File: config.mk
export PLATFORM = sky130hd
export DESIGN_NAME = hicore_trap_ctrl
export DESIGN_NICKNAME = d
export VERILOG_FILES = /design/src/rtl/hicore_trap_ctrl_pkg.sv /design/src/rtl/gnrl_dff.sv /design/src/rtl/hicore_irq_prio.sv /design/src/rtl/hicore_trap_ctrl.sv
export SDC_FILE = /design/constraint.sdc
export NUM_CORES = 1
export LEC_CHECK = 0
export CORE_MARGIN = 8
export CORE_UTILIZATION = 42
export CTS_BUF_LIST = sky130_fd_sc_hd__clkbuf_4 sky130_fd_sc_hd__clkbuf_8 sky130_fd_sc_hd__clkbuf_16
export DETAILED_ROUTE_END_ITERATION = 10
export PLACE_DENSITY = 0.87
export SLEW_MARGIN = 10
export SYNTH_ARGS = -nofsm -noshare
export SYNTH_HDL_FRONTEND = slang
export SYNTH_SLANG_ARGS = --single-unit
File: constraint.sdc
create_clock -name clk -period 4.7 [get_ports clk]
set_input_delay 1.41 -clock clk [delete_from_list [all_inputs] [get_ports clk]]
set_output_delay 1.41 -clock clk [all_outputs]
set_load 0.05 [all_outputs]
File: src/rtl/hicore_trap_ctrl_pkg.sv
// Shared constants and types for the commit-stage trap sequencer.
// Holds the IRQ bit positions, bus widths, sequencer state encoding and trap source record.
package hicore_trap_ctrl_pkg;

  localparam int unsigned HiCore_IRQ_SIZE  = 12;
  localparam int unsigned HiCore_EXCP_SIZE = 16;
  localparam int unsigned HiCore_PC_SIZE   = 32;

  localparam int unsigned IRQ_MSI = 3;
  localparam int unsigned IRQ_MTI = 7;
  localparam int unsigned IRQ_MEI = 11;

  typedef enum logic [1:0] {
    ST_IDLE  = 2'd0,
    ST_FLUSH = 2'd1,
    ST_REDIR = 2'd2
  } trap_state_e;

  typedef struct packed {
    logic excp;
    logic irq;
    logic mret;
  } trap_src_t;

endpackage

File: src/rtl/gnrl_dff.sv
// Generic reset flops: gnrl_dffr always loads, gnrl_dfflr loads only when lden is high.
// One cycle latency, no backpressure; asynchronous active-low reset to zero.
module gnrl_dffr #(
  parameter int DW = 1
) (
  input  logic          clk,
  input  logic          rst_n,
  input  logic [DW-1:0] dnxt,
  output logic [DW-1:0] qout
);

  always_ff @(posedge clk or negedge rst_n) begin
    if (!rst_n) begin
      qout <= '0;
    end else begin
      qout <= dnxt;
    end
  end

endmodule

module gnrl_dfflr #(
  parameter int DW = 1
) (
  input  logic          clk,
  input  logic          rst_n,
  input  logic          lden,
  input  logic [DW-1:0] dnxt,
  output logic [DW-1:0] qout
);

  always_ff @(posedge clk or negedge rst_n) begin
    if (!rst_n) begin
      qout <= '0;
    end else if (lden) begin
      qout <= dnxt;
    end
  end

endmodule

File: src/rtl/hicore_irq_prio.sv
// Combinational interrupt picker: one-hot winner MEI > MSI > MTI plus its 4-bit cause.
// Zero latency, no backpressure; non-machine-level bits of irq_act are ignored.
module hicore_irq_prio
  import hicore_trap_ctrl_pkg::*;
#(
  parameter int IRQ_SIZE = HiCore_IRQ_SIZE
) (
  input  logic [IRQ_SIZE-1:0] irq_act,
  output logic [IRQ_SIZE-1:0] irq_oh,
  output logic [3:0]          irq_cause,
  output logic                irq_any
);

  logic unused_irq_bits;
  assign unused_irq_bits = ^irq_act;

  always_comb begin
    irq_oh    = '0;
    irq_cause = 4'd0;
    irq_any   = 1'b1;
    if (irq_act[IRQ_MEI]) begin
      irq_oh[IRQ_MEI] = 1'b1;
      irq_cause       = 4'(IRQ_MEI);
    end else if (irq_act[IRQ_MSI]) begin
      irq_oh[IRQ_MSI] = 1'b1;
      irq_cause       = 4'(IRQ_MSI);
    end else if (irq_act[IRQ_MTI]) begin
      irq_oh[IRQ_MTI] = 1'b1;
      irq_cause       = 4'(IRQ_MTI);
    end else begin
      irq_any = 1'b0;
    end
  end

endmodule

File: src/rtl/hicore_trap_ctrl.sv
// Commit-stage trap sequencer: injects irqs on commit, then flushes and redirects fetch on trap/mret.
// Trigger at T: flush T+1..T+FLUSH_CYC, redir_vld from T+FLUSH_CYC+1; commits stall until redir_rdy.
module hicore_trap_ctrl
  import hicore_trap_ctrl_pkg::*;
#(
  parameter int IRQ_SIZE  = HiCore_IRQ_SIZE,
  parameter int EXCP_SIZE = HiCore_EXCP_SIZE,
  parameter int PC_SIZE   = HiCore_PC_SIZE,
  parameter int FLUSH_CYC = 2
) (
  input  logic                 clk,
  input  logic                 rst_n,
  input  logic                 commit_valid,
  input  logic [EXCP_SIZE-1:0] commit_excp,
  input  logic                 commit_mret_op,
  input  logic [PC_SIZE-1:0]   commit_next_pc,
  input  logic [IRQ_SIZE-1:0]  irq_pend,
  input  logic [IRQ_SIZE-1:0]  irq_msk,
  input  logic [PC_SIZE-1:0]   csr_mtvec,
  input  logic [PC_SIZE-1:0]   csr_mepc,
  output logic [IRQ_SIZE-1:0]  commit_irq,
  output logic                 commit_stall,
  output logic                 flush,
  output logic                 redir_vld,
  input  logic                 redir_rdy,
  output logic [PC_SIZE-1:0]   redir_pc
);

  localparam logic [3:0] FLUSH_LOAD = 4'(FLUSH_CYC - 1);

  logic [1:0]          state_q, state_d;
  logic [3:0]          cnt_q, cnt_d;
  logic                flush_q, flush_d;
  logic                stall_q, stall_d;
  logic                redir_vld_q, redir_vld_d;
  logic [PC_SIZE-1:0]  redir_pc_q, trap_tgt;

  logic [IRQ_SIZE-1:0] irq_act, irq_oh;
  logic [3:0]          irq_cause;
  logic                irq_any;
  logic                eval, trigger;
  trap_src_t           src;
  logic [PC_SIZE-1:0]  vec_base, vec_off;

  // The next-PC of the head is not needed: every target comes from mtvec or mepc.
  logic unused_next_pc;
  assign unused_next_pc = ^commit_next_pc;

  assign irq_act = irq_pend & irq_msk;

  hicore_irq_prio #(
    .IRQ_SIZE (IRQ_SIZE)
  ) u_irq_prio (
    .irq_act   (irq_act),
    .irq_oh    (irq_oh),
    .irq_cause (irq_cause),
    .irq_any   (irq_any)
  );

  always_comb begin
    eval     = commit_valid && (state_q == ST_IDLE);
    src.excp = eval && (|commit_excp);
    src.irq  = eval && !(|commit_excp) && irq_any;
    src.mret = eval && !(|commit_excp) && !irq_any && commit_mret_op;
    trigger  = |src;

    commit_irq = src.irq ? irq_oh : '0;

    vec_base = {csr_mtvec[PC_SIZE-1:2], 2'b00};
    vec_off  = {{(PC_SIZE-6){1'b0}}, irq_cause, 2'b00};
    if (src.excp) begin
      trap_tgt = vec_base;
    end else if (src.irq) begin
      trap_tgt = (csr_mtvec[1:0] == 2'b01) ? (vec_base + vec_off) : vec_base;
    end else begin
      trap_tgt = csr_mepc;
    end
  end

  always_comb begin
    state_d = state_q;
    cnt_d   = cnt_q;
    case (state_q)
      ST_IDLE: begin
        if (trigger) begin
          state_d = ST_FLUSH;
          cnt_d   = FLUSH_LOAD;
        end
      end
      ST_FLUSH: begin
        if (cnt_q == 4'd0) begin
          state_d = ST_REDIR;
        end else begin
          cnt_d = cnt_q - 4'd1;
        end
      end
      ST_REDIR: begin
        if (redir_rdy) begin
          state_d = ST_IDLE;
        end
      end
      default: state_d = ST_IDLE;
    endcase

    // Outputs are decoded from the next state so they leave the flops glitch-free.
    flush_d     = (state_d == ST_FLUSH);
    redir_vld_d = (state_d == ST_REDIR);
    stall_d     = flush_d || redir_vld_d;
  end

  gnrl_dffr  #(.DW(2))       u_state_dff (.clk(clk), .rst_n(rst_n), .dnxt(state_d),     .qout(state_q));
  gnrl_dffr  #(.DW(4))       u_cnt_dff   (.clk(clk), .rst_n(rst_n), .dnxt(cnt_d),       .qout(cnt_q));
  gnrl_dffr  #(.DW(1))       u_flush_dff (.clk(clk), .rst_n(rst_n), .dnxt(flush_d),     .qout(flush_q));
  gnrl_dffr  #(.DW(1))       u_stall_dff (.clk(clk), .rst_n(rst_n), .dnxt(stall_d),     .qout(stall_q));
  gnrl_dffr  #(.DW(1))       u_rvld_dff  (.clk(clk), .rst_n(rst_n), .dnxt(redir_vld_d), .qout(redir_vld_q));
  gnrl_dfflr #(.DW(PC_SIZE)) u_rpc_dff   (.clk(clk), .rst_n(rst_n), .lden(trigger),
                                          .dnxt(trap_tgt), .qout(redir_pc_q));

  assign flush        = flush_q;
  assign commit_stall = stall_q;
  assign redir_vld    = redir_vld_q;
  assign redir_pc     = redir_pc_q;

endmodule

### Word level (Yosys, flattened, before mapping)

Cells that the tools add are included.

| operators by class | value |
|---|---|
| eq/ne operators | 7 |
| multiplexer cells | 22 |
| add/sub/neg operators | 2 |
| bitwise logic cells | 1 |
| reductions and logical operators | 15 |

Operators by type and width:

| kind | number |
|---|---|
| $mux 32 | 3 |
| $add 32x6->32 | 1 |
| $mux 4 | 4 |
| $reduce_or 16->1 | 1 |
| $and 12x12->12 | 1 |
| $mux 12 | 1 |
| $mux 1 | 8 |
| $pmux 4 s2 | 1 |
| $eq 2x1->1 const B | 3 |
| $logic_and 1x1->1 | 6 |
| $mux 2 | 3 |
| $pmux 2 s3 | 1 |
| $eq 2x2->1 const B | 2 |
| $logic_not 4->1 | 1 |
| $ne 2x2->1 const B | 2 |
| $sub 4x1->4 const B | 1 |
| $mux 3 | 1 |
| $reduce_and 3->1 | 1 |
| $reduce_or 3->1 | 1 |
| $logic_not 1->1 | 2 |
| $logic_not 2->1 | 1 |
| $reduce_bool 2->1 | 1 |
| $logic_or 1x1->1 | 1 |

| storage, ports and cells | value |
|---|---|
| input bits | 141 |
| word-level logic and storage cells | 53 |
| register bits | 41 |

### Longest topological paths before layout

| logic depth | value |
|---|---|
| depth after elaboration | 12 |
| mapped depth | 13 |
| depth with buffers taken out | 10 |

### Modules after synthesis

From an unflattened synthesis, not the netlist that was laid out.

| unflattened totals | value |
|---|---|
| cells, all modules | 384 |
| area total of the unflattened synthesis | 3534.6 µm² |

Modules (own cells, without submodules):

| module | cells each | times used | area each (µm²) |
|---|---|---|---|
| hicore_trap_ctrl | 289 | 1 | 1835.5 |
| gnrl_dfflr | 68 | 1 | 1345.0 |
| hicore_irq_prio | 18 | 1 | 128.9 |
| gnrl_dffr (u_cnt_dff) | 4 | 1 | 100.1 |
| gnrl_dffr (u_flush_dff ...) | 1 | 3 | 25.0 |
| gnrl_dffr (u_state_dff) | 2 | 1 | 50.0 |

### Worst setup path before layout

Ideal clock, no wire load.

| timing path | value |
|---|---|
| path kind | input to output |
| from | input port commit_valid |
| to | output port commit_irq[3] |
| stages | 5 |
| path buffers | 1 |
| data required time | 3.290 ns |
| arrival time | 3.215 ns |
| setup slack | 0.075 ns |
| path through | or3b_1 -> buf_2 -> nor2_4 -> nand2_1 -> nor3_1 |

| on the way | value |
|---|---|
| cells in the longest elaborated chain, start to end | 4 |

Ends and longest elaborated chain:

| element | line | RTL |
|---|---|---|
| start, declared | hicore_trap_ctrl.sv:13 | `input logic commit_valid,` |
| $logic_and 1x1->1 | hicore_trap_ctrl.sv:61 | `eval = commit_valid && (state_q == ST_IDLE);` |
| $logic_and 1x1->1 (2 in series) | hicore_trap_ctrl.sv:63 | `src.irq = eval && !(\|commit_excp) && irq_any;` |
| $mux 12 | hicore_trap_ctrl.sv:67 | `commit_irq = src.irq ? irq_oh : '0;` |
| end, declared | hicore_trap_ctrl.sv:21 | `output logic [IRQ_SIZE-1:0] commit_irq,` |

No other way between the ends.

### Worst setup path in the final report

| timing path | value |
|---|---|
| from | input port commit_excp[1] |
| to | output port commit_irq[11] |

| on the way | value |
|---|---|
| cells in the longest elaborated chain, start to end | 5 |

Ends and longest elaborated chain:

| element | line | RTL |
|---|---|---|
| start, declared | hicore_trap_ctrl.sv:14 | `input logic [EXCP_SIZE-1:0] commit_excp,` |
| $reduce_or 16->1 | hicore_trap_ctrl.sv:63 |  |
| $logic_not 1->1 | hicore_trap_ctrl.sv:63 |  |
| $logic_and 1x1->1 (2 in series) | hicore_trap_ctrl.sv:63 |  |
| $mux 12 | hicore_trap_ctrl.sv:67 |  |

No other way between the ends.

==> run metrics <==
GRT Util Overall=22.0%; critical path depth in cells=6; Arr. time, crit path=3180 ps; Cells after Synth=405; sequential cell area fraction in the yosys report=31.3%; worst slack, placed=104 ps; Starting DRT DRC Count=376; Die ar.=0.0109 sq mm; crit end category=output port; number of flops mapped to enable cells by yosys=0; Pre-Repair DR Iteration Count=6; FF-to-FF Start=u_state_dff.qout[1]; share of layout cells above drive strength 1=8.90%; Root Buffer=clkbuf_8; Clk Latency, worst-skew pair=300 ps; Final min period=4590 ps; Yosys cell types=67; I/O pin cnt=188; Clock Skews=6.28 ps; pwr dens=478 mW/mm^2; Wirelength per Cell=19.5 um; initial antenna violation count=0; critical path launch point=commit_excp[1]; Hold WC Path Type=flip-flop to flip-flop; clk sinks=41; Avg Synthesized Cell Area=8.09 sq um; crit path max-delay cell type=clkdlybuf4s50_1; hold_ws=489 ps; vias in the first global route=3958; Die Span Y=104 um; number of remaining DRC errors=0; via count=3927; RR Endpoint=u_rpc_dff.qout[28]; net total in the final layout=677; global-route wire length before repair=20000 um; core area=0.00765 sq mm; IO Port Bufs=128; flops & latches, synth=41; status=finished, final reports clean; Ys Warns=0; Clock Path Buffers=2; fin util=62.3%; startpoint class of the critical path=input pin; Crit path required time=3290 ps; CP endpoint=commit_irq[11]; DP Wirelength=9290 um; routed wire length=12300 um; CTS hold repair buffers=0; Max VDD drop=199 uV; critical path, cell by cell=clkdlybuf4s50_1, nor4_2, and4_1, buf_4, and3_1, buf_12; setup violators final=0; num rows=32; Max FO, Critical Path=26; Register-to-Register Path Depth=6; Max-cap violations=0; Pins Over Slew Limit=0; Num CTS Buffers=5; H-tree depth=2; RSZ-0062 raised after global routing=no; Worst Path Buf+Inv=3; Starting Density=42.9%; final hold vios=0; delay-heaviest family, CP=buffers and inverters; post-CTS resize count=0; setup_tns=0 ps; n_diodes=0; Setup Buffers After CTS=0; slew margin rel.=36.9%; gr ovfl total=0; Final ANT Viol Nets=0; chip width=104 um; max incr delay on CP=430 ps; CTS tree=done; vias per cell=6.23; fmax=218 MHz; Non-Filler Instances=630; Placed Cells=622; Leakage=1.87 nW; flop-to-flop setup slack=2300 ps; Syn Std Cell Area=0.00328 sq mm; async set or reset register ratio after synthesis=100%; Area growth, synth to finish=45.4%; gpl congestion=0.915; largest net degree at the start of global routing=42; critical path class=input pin to output port; Final Cycle Share=97.6%; fin worst setup slack=111 ps; Worst-path clk slew=90 ps; Worst-Margin Slew=947 ps; Post-synth top flop=dfrtp_1
-- worst reg2reg max path: stages, from the launching register on --
cell      delay, ps
dfrtp_1         420
nor3b_2         320
buf_4           300
nand2b_1        280
nor2_1          520
nand4_1         160
a32o_1          290
-- cell usage after synthesis, drive strengths merged (8+ instances only) --
| cell type | instances | area [sq um] |
|---|---|---|
| nand2 | 42 | 158 |
| dfrtp | 41 | 1030 |
| nor2 | 31 | 126 |
| buf | 24 | 143 |
| nand3 | 22 | 110 |
| nor3 | 20 | 111 |
| o21ai | 18 | 90.1 |
| a21oi | 16 | 80.1 |
| a31oi | 15 | 100 |
| nand4 | 15 | 106 |
| clkbuf | 13 | 48.8 |
| inv | 12 | 45.0 |
| a211oi | 10 | 75.1 |
| and3 | 9 | 56.3 |
| nor4 | 9 | 87.6 |
| ha | 8 | 100 |
| o211ai | 8 | 60.1 |
-- worst min path at each step --
| stage | from | depth (start not counted) | end |
|---|---|---|---|
| finish | u_rpc_dff.qout[6] | 2 | u_rpc_dff.qout[6] |
| global route | u_rpc_dff.qout[6] | 2 | u_rpc_dff.qout[6] |
| global placement | u_rpc_dff.qout[31] | 2 | u_rpc_dff.qout[31] |
| CTS | u_rpc_dff.qout[6] | 2 | u_rpc_dff.qout[6] |
| floorplan | u_cnt_dff.qout[0] | 1 | u_cnt_dff.qout[0] |
| detailed placement | u_rpc_dff.qout[6] | 2 | u_rpc_dff.qout[6] |
-- registers in the layout (all words and copies together), names as in the netlist --
register	count
u_rvld_dff.qout	1
u_rpc_dff.qout	32
u_stall_dff.qout	1
u_state_dff.qout	2
u_flush_dff.qout	1
u_cnt_dff.qout	4
-- placed cells by master (no fill, tap or decap), types with 11 or more instances in the layout --
cell               n
nor3_1            19
a31oi_1           14
nand2_1           42
inv_1             11
clkdlybuf4s50_1  124
nand4_1           13
buf_4             16
o21ai_0           17
nand3_1           22
dfrtp_1           41
a21oi_1           16
nor2_1            29
-- layout make-up --
cell class / instances / area [sq um]
Clock buffer: 5 / 68.8
Clock inverter: 3 / 17.5
Tap cell: 102 / 128
Multi-Input combinational cell: 323 / 2050
Fill cell: 670 / 2880
Timing Repair Buffer: 144 / 1430
Sequential cell: 41 / 1030
Inverter: 12 / 45.0
-- per-stage QoR --
step	cell area, sq um	total power, mW
finish	4770	2.28
detailed placement	4680	2.04
CTS	4770	2.28
global route	4770	2.39
global placement	4680	2.00
floorplan	3310	1.50
-- report_power, final --
| group | switching [mW] | leakage, nW | internal (mW) |
|---|---|---|---|
| Clock | 0.139 | 0.0439 | 0.103 |
| Combinational | 0.920 | 1.33 | 0.509 |
| Sequential | 0.0956 | 0.494 | 0.514 |
| Total | 1.15 | 1.87 | 1.13 |
-- routing by layer --
| layer | GRT usage (%) | up-vias | wire, um |
|---|---|---|---|
| li1 | - | 1765 | - |
| met5 | 0 | - | 0 |
| met2 | 35.6 | 267 | 5830 |
| met1 | 27.4 | 1875 | 5040 |
| met4 | 5.69 | 0 | 155 |
| met3 | 6.88 | 20 | 1260 |
-- cell families (layout without fill, tap and decap cells) --
| group | count (synthesis) | count (layout) | synth area share [%] |
|---|---|---|---|
| AND/OR/NAND/NOR | 183 | 183 | 30.8 |
| AO/OA/AOI/OAI | 116 | 116 | 25.2 |
| buffers and inverters | 49 | 164 | 7.21 |
| flip-flops | 41 | 41 | 31.3 |
| adder cells (fa/ha/maj) | 9 | 9 | 3.66 |
| multiplexers | 4 | 4 | 1.22 |
| XOR/XNOR | 2 | 2 | 0.534 |
| other | 1 | 9 | 0.114 |
No activity file was read; power rests on OpenSTA's default activity.
